### config.mk
export PLATFORM = sky130hd
export DESIGN_NAME = simd_result_writer
export DESIGN_NICKNAME = d
export VERILOG_FILES = /design/src/rtl/simd_result_writer.sv
export SDC_FILE = /design/constraint.sdc
export NUM_CORES = 1
export LEC_CHECK = 0
export BUFFER_PORTS_ARGS = -buffer_cell sky130_fd_sc_hd__buf_2
export CAP_MARGIN = 20
export CORE_ASPECT_RATIO = 0.7
export CORE_MARGIN = 2
export CORE_UTILIZATION = 35
export DETAILED_ROUTE_END_ITERATION = 16
export PLACE_DENSITY = 0.67
export SYNTH_ARGS = -nofsm -noshare
export SYNTH_HDL_FRONTEND = slang
export SYNTH_SLANG_ARGS = --single-unit
### constraint.sdc
create_clock -name clk -period 3.14 [get_ports clk]
set_clock_uncertainty 0.15 [all_clocks]
set_input_delay 0.628 -clock clk [delete_from_list [all_inputs] [get_ports clk]]
set_output_delay 0.628 -clock clk [all_outputs]
set_load 0.05 [all_outputs]
### src/rtl/simd_result_writer.sv
// simd_result_writer
// Accepts 4-lane vectors of 8-bit output pixels over valid/ready. Each vector
// is serialised into byte writes at row-major addresses of an
// out_width x out_height frame. Lanes that fall past the right edge of a row
// are dropped. A one-cycle done pulse marks the end of the frame.
module simd_result_writer #(
  parameter int ADDR_W = 19
) (
  input  logic              clk,
  input  logic              rst_n,
  input  logic              i_start,
  input  logic [ADDR_W-1:0] i_base_addr,
  input  logic [15:0]       i_out_width,
  input  logic [15:0]       i_out_height,
  input  logic              i_vec_valid,
  output logic              o_vec_ready,
  input  logic [3:0][7:0]   i_vec_data,
  output logic              o_mem_we,
  output logic [ADDR_W-1:0] o_mem_addr,
  output logic [7:0]        o_mem_wdata,
  input  logic              i_mem_ready,
  output logic              o_busy,
  output logic              o_done
);

  typedef enum logic [1:0] {
    S_IDLE,
    S_WAIT_VEC,
    S_WRITE,
    S_DONE
  } state_t;

  state_t            state, state_next;
  logic [15:0]       x, y;
  logic [15:0]       width_q, height_q;
  logic [ADDR_W-1:0] addr;
  logic [1:0]        lane;
  logic [2:0]        n;
  logic [3:0][7:0]   buffer;

  logic [15:0]       remaining;
  logic [2:0]        n_next;
  logic              cfg_nonzero;
  logic              last_lane;
  logic              row_end;
  logic              last_row;

  // Decode helpers: lane limit for a new vector and end-of-vector/row/frame flags.
  always_comb begin
    // NOTE: every combinational output gets a default first, so no path leaves it unassigned and no latch is inferred.
    remaining   = width_q - x;
    n_next      = (remaining >= 16'd4) ? 3'd4 : remaining[2:0];
    cfg_nonzero = (i_out_width != 16'd0) && (i_out_height != 16'd0);
    last_lane   = ({1'b0, lane} == (n - 3'd1));
    row_end     = ((x + 16'd1) == width_q);
    last_row    = (y == (height_q - 16'd1));
  end

  // Next-state logic.
  always_comb begin
    state_next = state;
    case (state)
      S_IDLE: begin
        if (i_start) state_next = cfg_nonzero ? S_WAIT_VEC : S_DONE;
      end
      S_WAIT_VEC: begin
        if (i_vec_valid) state_next = S_WRITE;
      end
      S_WRITE: begin
        if (i_mem_ready && last_lane) begin
          state_next = (row_end && last_row) ? S_DONE : S_WAIT_VEC;
        end
      end
      S_DONE: state_next = S_IDLE;
      default: state_next = S_IDLE;
    endcase
  end

  // State register.
  always_ff @(posedge clk or negedge rst_n) begin
    // NOTE: sequential state uses non-blocking assignments so every flop samples pre-edge values.
    if (!rst_n) state <= S_IDLE;
    else        state <= state_next;
  end

  // Datapath registers: frame config, position counters, address and vector buffer.
  always_ff @(posedge clk or negedge rst_n) begin
    if (!rst_n) begin
      x        <= '0;
      y        <= '0;
      width_q  <= '0;
      height_q <= '0;
      addr     <= '0;
      lane     <= '0;
      n        <= '0;
      buffer   <= '0;
    end else begin
      case (state)
        S_IDLE: begin
          if (i_start && cfg_nonzero) begin
            width_q  <= i_out_width;
            height_q <= i_out_height;
            addr     <= i_base_addr;
            x        <= '0;
            y        <= '0;
          end
        end
        S_WAIT_VEC: begin
          if (i_vec_valid) begin
            buffer <= i_vec_data;
            n      <= n_next;
            lane   <= '0;
          end
        end
        S_WRITE: begin
          if (i_mem_ready) begin
            addr <= addr + 1'b1;
            lane <= lane + 2'd1;
            // Rows are contiguous, so only x wraps at the row end; addr keeps counting.
            if (last_lane && row_end) begin
              x <= '0;
              if (!last_row) y <= y + 16'd1;
            end else begin
              x <= x + 16'd1;
            end
          end
        end
        default: ;
      endcase
    end
  end

  // Outputs decode from registered state only; no input reaches an output combinationally.
  assign o_vec_ready = (state == S_WAIT_VEC);
  assign o_mem_we    = (state == S_WRITE);
  assign o_mem_addr  = (state == S_WRITE) ? addr : '0;
  assign o_mem_wdata = (state == S_WRITE) ? buffer[lane] : 8'd0;
  assign o_busy      = (state != S_IDLE);
  assign o_done      = (state == S_DONE);

endmodule

==> results_dict.tcl <==
set metrics [dict create \
    outcome "complete, but fails checks" \
    violations "setup timing" \
    yosysWarnings 0 \
    initial_core_util_pct 35.6 \
    required_ns 3.34 \
    cts_root_buf "clkbuf_16" \
    netlist_instances 980 \
    maxSlewViolCount 0 \
    fillers 2190 \
    drive_above_1_share_pct 28.3 \
    crit_path_top_delay_cell "or4_4" \
    crit_arrival_ns 3.47 \
    critPathLaunchType "flip-flop" \
    rsz0062_at_grt "true" \
    setup.worst_path.class "reg -> reg" \
    fin_crit_sh_pct 104 \
    yosys.area.top_type_share_pct 37.9 \
    routabilityCongestion 0.910 \
    drc 0 \
    port_buffers 118 \
    clk_latency_ns 0.43 \
    antenna_left 0 \
    vias_per_cell 5.40 \
    multiInputGateArea_um2 4960 \
    path_buf_inv 0 \
    worstMarginPinSlew_ns 0.654 \
    grt_usage_pct 19.9 \
    synth.cell_area_um2 8050 \
    ys_types 82 \
    io_pins 119 \
    finalCoreUtilization_pct 47.3 \
    crit_chain "ha_4 -> xor2_1 -> nor2_1 -> or4b_4 -> or4_4 -> o31a_4 -> or4_4 -> a21oi_2" \
    routed_wl_um 24600 \
    hp-class "in -> async" \
    async_reset_ff_share_pct 100 \
    grt_pass1_vias 7183 \
    power_density_nw_per_um2 935 \
    nets 1287 \
    syn_nets 1089 \
    worstPathMaxFanout 7 \
    synth_edf_count 0 \
    place_ws_ns -0.282 \
    setup_viol 25 \
    ir_worst_vdd_v 0.000425 \
    fp.dieArea_um2 24200 \
    ys_seq_area_share_pct 37.9 \
    h-tree-depth 4 \
    fp-row-count 46 \
    timing.fmax_mhz 306 \
    hold_buffers 0 \
    cp-end-kind "flip-flop" \
    grt_max_degree 68 \
    final_cell_mix "nand2_1 (241), dfrtp_1 (122), buf_2 (117)" \
    r2r.worst_path.cells 8 \
    drt_iter0_markers 847 \
    area_growth_pct 32.8 \
    core_um2 22600 \
    crit_path_frequent_cell "or4_4" \
    cts_tree "yes" \
    cts_buffers 17 \
    cpLargestDelayFamily "simple AND/OR/NAND/NOR gates" \
    antenna_found_initial 2 \
    via_count 8108 \
    fp.dieW_um 185 \
    relSlewSlack_pct 56.4 \
    rrSetupSlack_ns -0.13 \
    dp_hpwl_um 17200 \
    die_y_um 131 \
    diodes 0 \
    cts_sinks 122 \
    fin_ws_ns -0.128 \
    clkSlewWorstSetupHoldPaths_ns 0.07 \
    synth.avg_cell_area_um2 8.21 \
    seqCellArea_um2 3050 \
    synth_area_leader_cell "dfrtp_1" \
    leakage_uw 0.00492 \
    slowest_delay_ns 0.56 \
    ys_ff_latch 122 \
    grt_pass1_wl_um 37600 \
    r2r_end "y[4]$_DFFE_PN0P_" \
    finalCriticalPeriod_ns 3.27 \
    synth.area.top_cells "dfrtp_1 (38%), nand2_1 (11%), a21oi_1 (3.5%)" \
    hold_violations 0 \
    clockBufferDepth 2 \
    max_cap_viol_count 0 \
    reg2reg_from "x[0]$_DFFE_PN0P_" \
    dr.pass1.iters 7 \
    final_common_cell "nand2_1" \
    overflow 0 \
    wl_per_cell_um 16.4 \
    synthFlopType "dfrtp_1" \
]
-- cell usage after synthesis, drive strengths merged (6+ instances only) --
master,count
or4,9
and2,24
a21oi,57
nand3,29
nor2,42
nand2,241
mux4,8
a22o,7
nor3,30
clkbuf,39
nand2b,20
ha,20
inv,42
a211oi,6
nand4,16
buf,13
and3,14
and4,6
o22ai,20
mux2i,13
a31oi,7
or3,8
o21ai,42
nor4,17
xnor2,27
dfrtp,122
xor2,14
-- final cells by class --
cell class / count / share of cell area, %
clock buffers: 18 / 4.01
inverters: 42 / 1.47
well taps: 312 / 3.65
clock inverters: 13 / 2.00
repair buffers: 230 / 13.9
multi-input cells: 765 / 46.4
flip-flops and latches: 122 / 28.6
-- per-layer routing --
layer | share of wire, % | track usage, % | wire (um) | up-vias
met5 | 0.053 | 0 | 13 | -
met2 | 42 | 28.3 | 10200 | 313
met3 | 7.8 | 4.35 | 1910 | 36
li1 | - | - | - | 3878
met1 | 49 | 30.1 | 12200 | 3879
met4 | 1.2 | 5.70 | 306 | 2
-- cells by family (layout without fill, tap and decap cells) --
kind of cell	count (synthesis)	after routing	synth area share, %
AOI/OAI and AO/OA	205	206	16.6
muxes	23	23	4.14
xor gates and xnor gates	41	41	4.56
and+or+nand+nor	474	474	28.4
adders and majority gates	21	21	3.36
buffers and inverters	94	303	5.05
DFF	122	122	37.9
-- sequential cells by signal, indices dropped and copies added, names as in the netlist --
name,count
width_q,16
addr,19
height_q,16
x,16
n,3
state,2
lane,2
buffer,32
y,16
-- report_power, final --
part	switching (uW)	total (uW)	internal [uW]
clock network	785	2200	1410
registers	546	2670	2120
logic	3000	5130	2130
-- per-stage QoR --
stage          area (um^2)  instances  hold slack, ns  setup TNS (ns)  power [uW]
6_report             10700       1502          0.0787           -1.35        9990
5_1_grt              10700       1502           0.114           -4.09       10600
4_1_cts              10400       1490          0.0866           -1.55        9780
3_5_place_dp          9550       1452           0.309           -4.01        7350
3_3_place_gp          9550       1452           0.303           -2.57        7240
2_1_floorplan         8080        980           0.182               0        5860
-- worst register-to-register path: stages, from the launching register on --
cell,delay (ns)
dfrtp_1,0.42
ha_4,0.26
xor2_1,0.15
nor2_1,0.10
or4b_4,0.48
or4_4,0.56
o31a_4,0.41
or4_4,0.54
a21oi_2,0.14
-- worst max path at each step --
| stage | to | slack (ns) | cells after the start | start |
|---|---|---|---|---|
| final | y[4]$_DFFE_PN0P_ | -0.13 | 8 | x[0]$_DFFE_PN0P_ |
| after global routing | x[11]$_DFFE_PN0P_ | -0.19 | 11 | x[0]$_DFFE_PN0P_ |
| after CTS | y[4]$_DFFE_PN0P_ | -0.14 | 8 | x[0]$_DFFE_PN0P_ |
| after detailed placement | y[4]$_DFFE_PN0P_ | -0.28 | 8 | x[0]$_DFFE_PN0P_ |
| after global placement | y[4]$_DFFE_PN0P_ | -0.22 | 8 | x[0]$_DFFE_PN0P_ |
| after floorplan | y[8]$_DFFE_PN0P_ | 0.008 | 9 | x[0]$_DFFE_PN0P_ |
-- repair_timing --
item	in CTS	in global routing
gates cloned	1	1
buffers inserted	6	11
endpoints found under the setup margin	30	36
gates resized for setup	39	33
pin swaps	22	16
(Power assumes the default switching activity.)
